File: src/rtl/simple_master.sv
// simple_master: command/response front end for a simple register bus.
//
// Commands (write or read) are queued in a small FIFO. The FSM takes one
// command at a time, drives a single-cycle re or we strobe on the bus,
// waits RD_LAT cycles for read data when needed, and then presents a
// response. A separate block tracks rising edges of an interrupt line.
//
// Handshakes (both ports): a transfer happens on a rising clk edge where
// valid and ready are both high. cmd_ready is !full, so a push is refused
// when the FIFO is full even if a pop happens in the same cycle. The
// response holds rsp_valid and its fields stable until rsp_ready is high.
//
// Ports:
//   clk, rst                 clock; synchronous active-high reset
//   cmd_valid/cmd_ready      command handshake
//   cmd_we/cmd_addr/cmd_wd   command type (1 = write), address, write data
//   rsp_valid/rsp_ready      response handshake
//   rsp_we/rsp_addr/rsp_rd   echoed type and address, read data (0 on writes)
//   addr/re/we/wd/rd         register bus
//   irq/irq_clr              interrupt input and pending-flag clear
//   irq_pend/irq_cnt         sticky pending flag, saturating edge count
//   o_dbg_state              current FSM state (IDLE=0 ISSUE=1 WAIT=2 RESP=3)
module simple_master #(
  parameter int RD_LAT     = 1,
  parameter int FIFO_DEPTH = 4
) (
  input  logic        clk,
  input  logic        rst,
  input  logic        cmd_valid,
  output logic        cmd_ready,
  input  logic        cmd_we,
  input  logic [4:0]  cmd_addr,
  input  logic [31:0] cmd_wd,
  output logic        rsp_valid,
  input  logic        rsp_ready,
  output logic        rsp_we,
  output logic [4:0]  rsp_addr,
  output logic [31:0] rsp_rd,
  output logic [4:0]  addr,
  output logic        re,
  output logic        we,
  output logic [31:0] wd,
  input  logic [31:0] rd,
  input  logic        irq,
  output logic        irq_pend,
  input  logic        irq_clr,
  output logic [7:0]  irq_cnt,
  output logic [1:0]  o_dbg_state
);

  localparam int AW = $clog2(FIFO_DEPTH);
  localparam int EW = 38;  // {we, addr[4:0], wd[31:0]}

  localparam logic [1:0] S_IDLE  = 2'd0;
  localparam logic [1:0] S_ISSUE = 2'd1;
  localparam logic [1:0] S_WAIT  = 2'd2;
  localparam logic [1:0] S_RESP  = 2'd3;

  localparam logic [AW:0] PTR_ONE = {{AW{1'b0}}, 1'b1};
  localparam logic [2:0]  LAT     = 3'(RD_LAT);

  logic [EW-1:0] r_mem [FIFO_DEPTH];
  logic [AW:0]   r_wr_ptr;
  logic [AW:0]   r_rd_ptr;
  logic [1:0]    r_state;
  logic [2:0]    r_lat_cnt;
  logic          r_is_wr;
  logic [4:0]    r_addr;
  logic [31:0]   r_wd;
  logic          r_re;
  logic          r_we;
  logic          r_rsp_valid;
  logic          r_rsp_we;
  logic [4:0]    r_rsp_addr;
  logic [31:0]   r_rsp_rd;
  logic          r_irq_d;
  logic          r_irq_pend;
  logic [7:0]    r_irq_cnt;

  logic          w_full;
  logic          w_empty;
  logic          w_push;
  logic          w_pop;
  logic [EW-1:0] w_head;
  logic          w_irq_edge;

  // Pointers carry one extra wrap bit: equal means empty, equal except the
  // wrap bit means full.
  assign w_full  = (r_wr_ptr[AW] != r_rd_ptr[AW]) &&
                   (r_wr_ptr[AW-1:0] == r_rd_ptr[AW-1:0]);
  assign w_empty = (r_wr_ptr == r_rd_ptr);

  // Held low during reset so nothing is accepted while the block clears.
  assign cmd_ready = !rst && !w_full;
  assign w_push    = cmd_valid && cmd_ready;
  assign w_pop     = (r_state == S_IDLE) && !w_empty;
  assign w_head    = r_mem[r_rd_ptr[AW-1:0]];

  assign w_irq_edge = irq && !r_irq_d;

  // Storage needs no reset; the pointers alone define what is valid.
  always_ff @(posedge clk) begin
    if (w_push) begin
      r_mem[r_wr_ptr[AW-1:0]] <= {cmd_we, cmd_addr, cmd_wd};
    end
  end

  always_ff @(posedge clk) begin
    if (rst) begin
      r_wr_ptr    <= '0;
      r_rd_ptr    <= '0;
      r_state     <= S_IDLE;
      r_lat_cnt   <= '0;
      r_is_wr     <= 1'b0;
      r_addr      <= '0;
      r_wd        <= '0;
      r_re        <= 1'b0;
      r_we        <= 1'b0;
      r_rsp_valid <= 1'b0;
      r_rsp_we    <= 1'b0;
      r_rsp_addr  <= '0;
      r_rsp_rd    <= '0;
    end else begin
      if (w_push) r_wr_ptr <= r_wr_ptr + PTR_ONE;
      if (w_pop)  r_rd_ptr <= r_rd_ptr + PTR_ONE;

      // Strobes are only ever set on the IDLE->ISSUE transition, so they
      // last exactly the one ISSUE cycle.
      r_re <= 1'b0;
      r_we <= 1'b0;

      case (r_state)
        S_IDLE: begin
          if (!w_empty) begin
            r_is_wr <= w_head[37];
            r_addr  <= w_head[36:32];
            r_wd    <= w_head[31:0];
            r_we    <= w_head[37];
            r_re    <= !w_head[37];
            r_state <= S_ISSUE;
          end
        end
        S_ISSUE: begin
          if (r_is_wr) begin
            r_rsp_valid <= 1'b1;
            r_rsp_we    <= 1'b1;
            r_rsp_addr  <= r_addr;
            r_rsp_rd    <= '0;
            r_state     <= S_RESP;
          end else begin
            // The re cycle itself is count 0; the first WAIT cycle is 1.
            r_lat_cnt <= 3'd1;
            r_state   <= S_WAIT;
          end
        end
        S_WAIT: begin
          if (r_lat_cnt == LAT) begin
            r_rsp_valid <= 1'b1;
            r_rsp_we    <= 1'b0;
            r_rsp_addr  <= r_addr;
            r_rsp_rd    <= rd;
            r_state     <= S_RESP;
          end else begin
            r_lat_cnt <= r_lat_cnt + 3'd1;
          end
        end
        S_RESP: begin
          if (rsp_ready) begin
            r_rsp_valid <= 1'b0;
            r_state     <= S_IDLE;
          end
        end
        default: r_state <= S_IDLE;
      endcase
    end
  end

  always_ff @(posedge clk) begin
    if (rst) begin
      r_irq_d    <= 1'b0;
      r_irq_pend <= 1'b0;
      r_irq_cnt  <= '0;
    end else begin
      r_irq_d <= irq;
      // A new edge wins over a simultaneous clear.
      if (w_irq_edge)   r_irq_pend <= 1'b1;
      else if (irq_clr) r_irq_pend <= 1'b0;
      if (w_irq_edge && (r_irq_cnt != 8'hFF)) r_irq_cnt <= r_irq_cnt + 8'd1;
    end
  end

  assign addr        = r_addr;
  assign wd          = r_wd;
  assign re          = r_re;
  assign we          = r_we;
  assign rsp_valid   = r_rsp_valid;
  assign rsp_we      = r_rsp_we;
  assign rsp_addr    = r_rsp_addr;
  assign rsp_rd      = r_rsp_rd;
  assign irq_pend    = r_irq_pend;
  assign irq_cnt     = r_irq_cnt;
  assign o_dbg_state = r_state;

endmodule

File: config.mk
export PLATFORM = sky130hd
export DESIGN_NAME = simple_master
export DESIGN_NICKNAME = d
export VERILOG_FILES = /design/src/rtl/simple_master.sv
export SDC_FILE = /design/constraint.sdc
export NUM_CORES = 1
export LEC_CHECK = 0
export ABC_CLOCK_PERIOD_IN_PS = 3150
export CAP_MARGIN = 20
export CORE_MARGIN = 1
export CORE_UTILIZATION = 45
export CTS_CLUSTER_SIZE = 30
export DETAILED_ROUTE_END_ITERATION = 10
export PLACE_DENSITY = 0.72
export RECOVER_POWER = 25
export REMOVE_ABC_BUFFERS = 1
export SLEW_MARGIN = 10
export SYNTH_ARGS = -nofsm -noshare
export SYNTH_HDL_FRONTEND = slang
export SYNTH_SLANG_ARGS = --single-unit
File: constraint.sdc
create_clock -name clk -period 3.15 [get_ports clk]
set_input_delay 0.7875 -clock clk [delete_from_list [all_inputs] [get_ports clk]]
set_output_delay 0.7875 -clock clk [all_outputs]
set_load 0.005 [all_outputs]
# Yosys cells after proc, flatten, opt, wreduce, memory -nomap -nowiden
# Memories as Yosys holds them, arrays and structs flattened. A register that Yosys moved wholly into a read port is not among the register bits.
# Cells that the tools add are included.
[totals] register_bits=100 mem_bits_rw=152 inputBits=76 out_inout_bits=90 memories=1
[op_classes] add_sub_neg=4 eq_ne=14 mux=26 bitwise=2 reduce_logical=21
[mem_list] name="r_mem" depth=4 word_bits=38 read_ports=1 rd_ports_with_merged_regs=1 write_ports=1 line="62" source="logic [EW-1:0] r_mem [FIFO_DEPTH];"
[op_table] cell="$mux 32" count=2
[op_table] cell="$pmux 32 s2" count=1
[op_table] cell="$ne 2x2->1 const B" count=6
[op_table] cell="$mux 2" count=5
[op_table] cell="$mux 5" count=2
[op_table] cell="$pmux 5 s2" count=1
[op_table] cell="$add 3x1->3 const B" count=3
[op_table] cell="$mux 1" count=9
[op_table] cell="$reduce_and 3->1" count=3
[op_table] cell="$add 8x1->8 const B" count=1
[op_table] cell="$ne 8x8->1 const B" count=1
[op_table] cell="$pmux 2 s4" count=1
[op_table] cell="$logic_and 1x1->1" count=6
[op_table] cell="$mux 3" count=2
[op_table] cell="$pmux 3 s2" count=1
[op_table] cell="$logic_not 1->1" count=5
[op_table] cell="$eq 2x2->1 const B" count=2
[op_table] cell="$reduce_and 4->1" count=1
[op_table] cell="$reduce_bool 2->1" count=2
[op_table] cell="$eq 3x1->1 const B" count=1
[op_table] cell="$eq 3x3->1" count=1
[op_table] cell="$pmux 1 s3" count=1
[op_table] cell="$reduce_bool 3->1" count=1
[op_table] cell="$reduce_or 3->1" count=1
[op_table] cell="other kinds (7)" count=8

# Depth between registers and ports, before layout
[logic_depth] ltp_word=7 depth_mapped=8

# Worst setup path before layout
# Ideal clock, no wire load.
[synth_timing] kind="input port to flip-flop" startpoint="input port rst" endpoint="memory r_mem[3][0], enable pin" arrival_ns=2.738 t_required_ns=2.717 slack_ns=-0.021 cell_stages=3 path_buffers=2 path_cell_list="buf_6 -> clkbuf_1 -> nor2_1"
[synth_via] elab_chain_cells=5
[synth_lines] element="from (decl)" line="28" source="input logic rst,"
[synth_lines] element="$logic_not 1->1" line="94" source="assign cmd_ready = !rst && !w_full;"
[synth_lines] element="$logic_and 1x1->1" line="94"
[synth_lines] element="$logic_and 1x1->1" line="95" source="assign w_push = cmd_valid && cmd_ready;"
[synth_lines] element="$mux 1" line="103" source="if (w_push) begin"
[synth_lines] element="$mux 1 (implied by the code)" line="104" source="r_mem[r_wr_ptr[AW-1:0]] <= {cmd_we, cmd_addr, cmd_wd};"
[synth_lines] element="to (decl)" line="62"
# No other way between the ends.

# Worst setup path after layout
[layout_timing] startpoint="register r_wr_ptr[0]" endpoint="output port cmd_ready"
[layout_via] elab_chain_cells=4
[layout_lines] element="from (decl)" line="63" source="logic [AW:0] r_wr_ptr;"
[layout_lines] element="from (signal assigned)" line="124" source="if (w_push) r_wr_ptr <= r_wr_ptr + PTR_ONE;"
[layout_lines] element="$eq 2x2->1" line="90" source="(r_wr_ptr[AW-1:0] == r_rd_ptr[AW-1:0]);"
[layout_lines] element="$logic_and 1x1->1" line="89" source="assign w_full = (r_wr_ptr[AW] != r_rd_ptr[AW]) &&"
[layout_lines] element="$logic_not 1->1" line="94"
[layout_lines] element="$logic_and 1x1->1" line="94"
[layout_lines] element="to (decl)" line="30" source="output logic cmd_ready,"
# No other way between the ends.

==> metrics.csv <==
metric,value,unit
ant_nets,0,
finalHoldViolations,0,
clock-root-buffer,clkbuf_16,
synth_area_leader_cell,edfxtp_1,
area_growth,29.1,%
min_from,rsp_rd[27]$_SDFFE_PP0P_,
synth_compound_area_share,6.28,%
clock_skew,0.00710,ns
antenna_found_initial,2,
cp_slowest_stage_delay,0.52,ns
nFillCells,1643,
grt_overflow_total,0,
cp.required,2.36,ns
synth_edf_count,152,
drt-vias-per-instance,5.19,
drc,0,
rr_worst_depth,5,
synth_area_leaders,"edfxtp_1, dfxtp_1, mux4_2",
worstSetupPathType,register to primary output,
ctsHoldBuffers,0,
syn_inst,680,
worst_path_max_delay_cell,clkdlybuf4s50_1,
numPortBuffers,165,
drv_slew,0,
fin_setup_tns,0,ns
fp.dieW,148,µm
post_dp_cell_area,11500,µm²
grt_max_degree,70,
synthDistinctLibCells,48,
synthAdderAreaFrac,1.56,%
clk_pin_slew,0.06,ns
synth_top_family_by_area,multiplexers,
layout_common_cells,"edfxtp_1, clkdlybuf4s50_1, nand2_1",
core,21000,µm²
die_h,148,µm
rr_startpoint,r_wr_ptr[0]$_SDFFE_PP0P_,
clk_latency,0.52,ns
cts.sinks,254,
synth_warnings,0,
synthMuxAreaShare,9.54,%
dp_cells,1095,
worstPathCellList,xor2_1 > nor2_1 > a21oi_1 > clkdlybuf4s50_1,
arrival,2.22,ns
syn_area,9600,µm²
worst_pin_slew,0.947,ns
wire_per_inst,17.6,µm
power_density,811,nW/µm²
max_freq,333,MHz
place.gp.congestion,0.768,
ys.flop_type,edfxtp_1,
reg2reg_to,r_mem[2][3]$_DFFE_PP_,
start_util,45.8,%
startpoint_type,register,
worstHoldEndpoint,rsp_rd[27]$_SDFFE_PP0P_,
grt_pass1_wl,31600,µm
htreeDepth,1,
synth_simple_gate_area_share,9.35,%
instances_no_fill,1144,
routed_wl,20200,µm
netlist.area_leader.share,47.6,%
end_kind,primary output,
finalSetupViolations,0,
syn_avg_cell_area,14.1,µm²
cap_violations,0,
async_flop_share,0,%
rrSetupSlack,0.93,ns
cts_tree,done,
grt_pass1_vias,5957,
leakagePower,0.00409,µW
via_count,5936,
final_core_util,59.1,%
drt-initial-drc-count,308,
critPathMaxFanout,5,
status,"finished, final reports clean",
cts_resized,0,
holdWs,0.449,ns
clock_path_buffers,3,
max-slew-margin-rel,36.9,%
fin_area,12400,µm²
period_needed,3.01,ns
drive_above_1_share,13.1,%
synth_xor_area_share,0.900,%
holdPathStages,2,
cts_buffers,26,
synth_seq_cells,254,
gr-usage-all-layers,18.5,%
finalCritPeriodShare,95.4,%
nets,936,
worst_ir_drop_vdd,0.000479,V
place.detailed.hpwl,12700,µm
hold_path_class,register to register,
mostFrequentLayoutCell,edfxtp_1,
drt_first_pass_iters,5,
crit_start,r_wr_ptr[0]$_SDFFE_PP0P_,
synth.yosys.seq_area_share,68.8,%
die_area,21900,µm²
fp-row-count,53,
post_cts_buffers,0,
rsz0062_at_grt,false,
ios,166,
==> state kept, by name, indices dropped and copies added (netlist names), 2 cells and up, named ones only <==
signal and flops:
rsp_addr 5, wd 32, r_mem 152, addr 5
r_rd_ptr 3, r_wr_ptr 3, r_lat_cnt 3, o_dbg_state 2
rsp_rd 32, irq_cnt 8
==> worst max-delay path, delay by kind of cell, from the launching register on <==
kind	cells	cell delay (ns)
AO/OA/AOI/OAI	1	0.17
XOR/XNOR	1	0.46
buffers and inverters	1	0.52
flip-flops	1	0.40
AND/OR/NAND/NOR	1	0.14
==> kinds of logic after synthesis <==
family / Yosys count
multiplexers: 44
flip-flops: 254
buffers and inverters: 48
AND/OR/NAND/NOR: 210
adder cells (fa/ha/maj): 12
AO/OA/AOI/OAI: 103
XOR/XNOR: 9
==> routing by layer <==
metal	track usage (%)	wire [µm]	vias up
met5	0	11	-
met2	30.7	9380	226
met4	4.59	327	2
li1	-	-	2826
met3	4.10	1660	28
met1	24.7	8800	2854
==> worst max-delay path by stage <==
stage	to	cells past startpoint
CTS	cmd_ready	4
global placement	r_mem[2][6]$_DFFE_PP_	5
global route	cmd_ready	4
floorplan	r_mem[3][0]$_DFFE_PP_	2
detailed placement	r_mem[2][6]$_DFFE_PP_	5
finish	cmd_ready	4
==> where the power goes <==
part,internal [µW],total [µW],leakage [µW],switching [µW]
Sequential,3880,4190,0.00221,304
Combinational,1260,2660,0.00144,1400
Clock,1940,3210,0.000447,1270
==> cell usage after synthesis, types with 2 or more instances <==
library cell and count:
dfxtp_1 102, and4_1 3, buf_6 7, mux4_2 38, buf_4 6, nand2b_1 4, a21oi_1 80, ha_1 12
inv_1 10, nand3_1 36, nor3_1 6, buf_2 7, nand4_1 2, nor2_1 22, mux2i_1 6, a211oi_1 3
clkbuf_1 8, nor2b_1 4, a311oi_1 2, clkbuf_8 7, xor2_1 4, o21ai_0 3, xnor2_1 4, nand2_1 128
edfxtp_1 152, buf_1 2
==> final cells by class <==
type | instances | area (µm²) | area share (%)
Inverter | 10 | 37.5 | 0.303
Tap cell | 275 | 344 | 2.78
Multi-Input combinational cell | 378 | 2670 | 21.6
Antenna cell | 1 | 2.50 | 0.0202
Clock inverter | 16 | 176 | 1.42
Clock buffer | 32 | 746 | 6.02
Sequential cell | 254 | 6610 | 53.4
Timing Repair Buffer | 178 | 1800 | 14.5
==> through the flow <==
step	power (µW)	setup slack [ns]
after floorplan	5710	0.108
after global placement	6920	0.717
after detailed placement	6950	0.654
after CTS	10200	0.122
after global routing	10600	0.0232
final	10000	0.144
(Power assumes the default switching activity.)
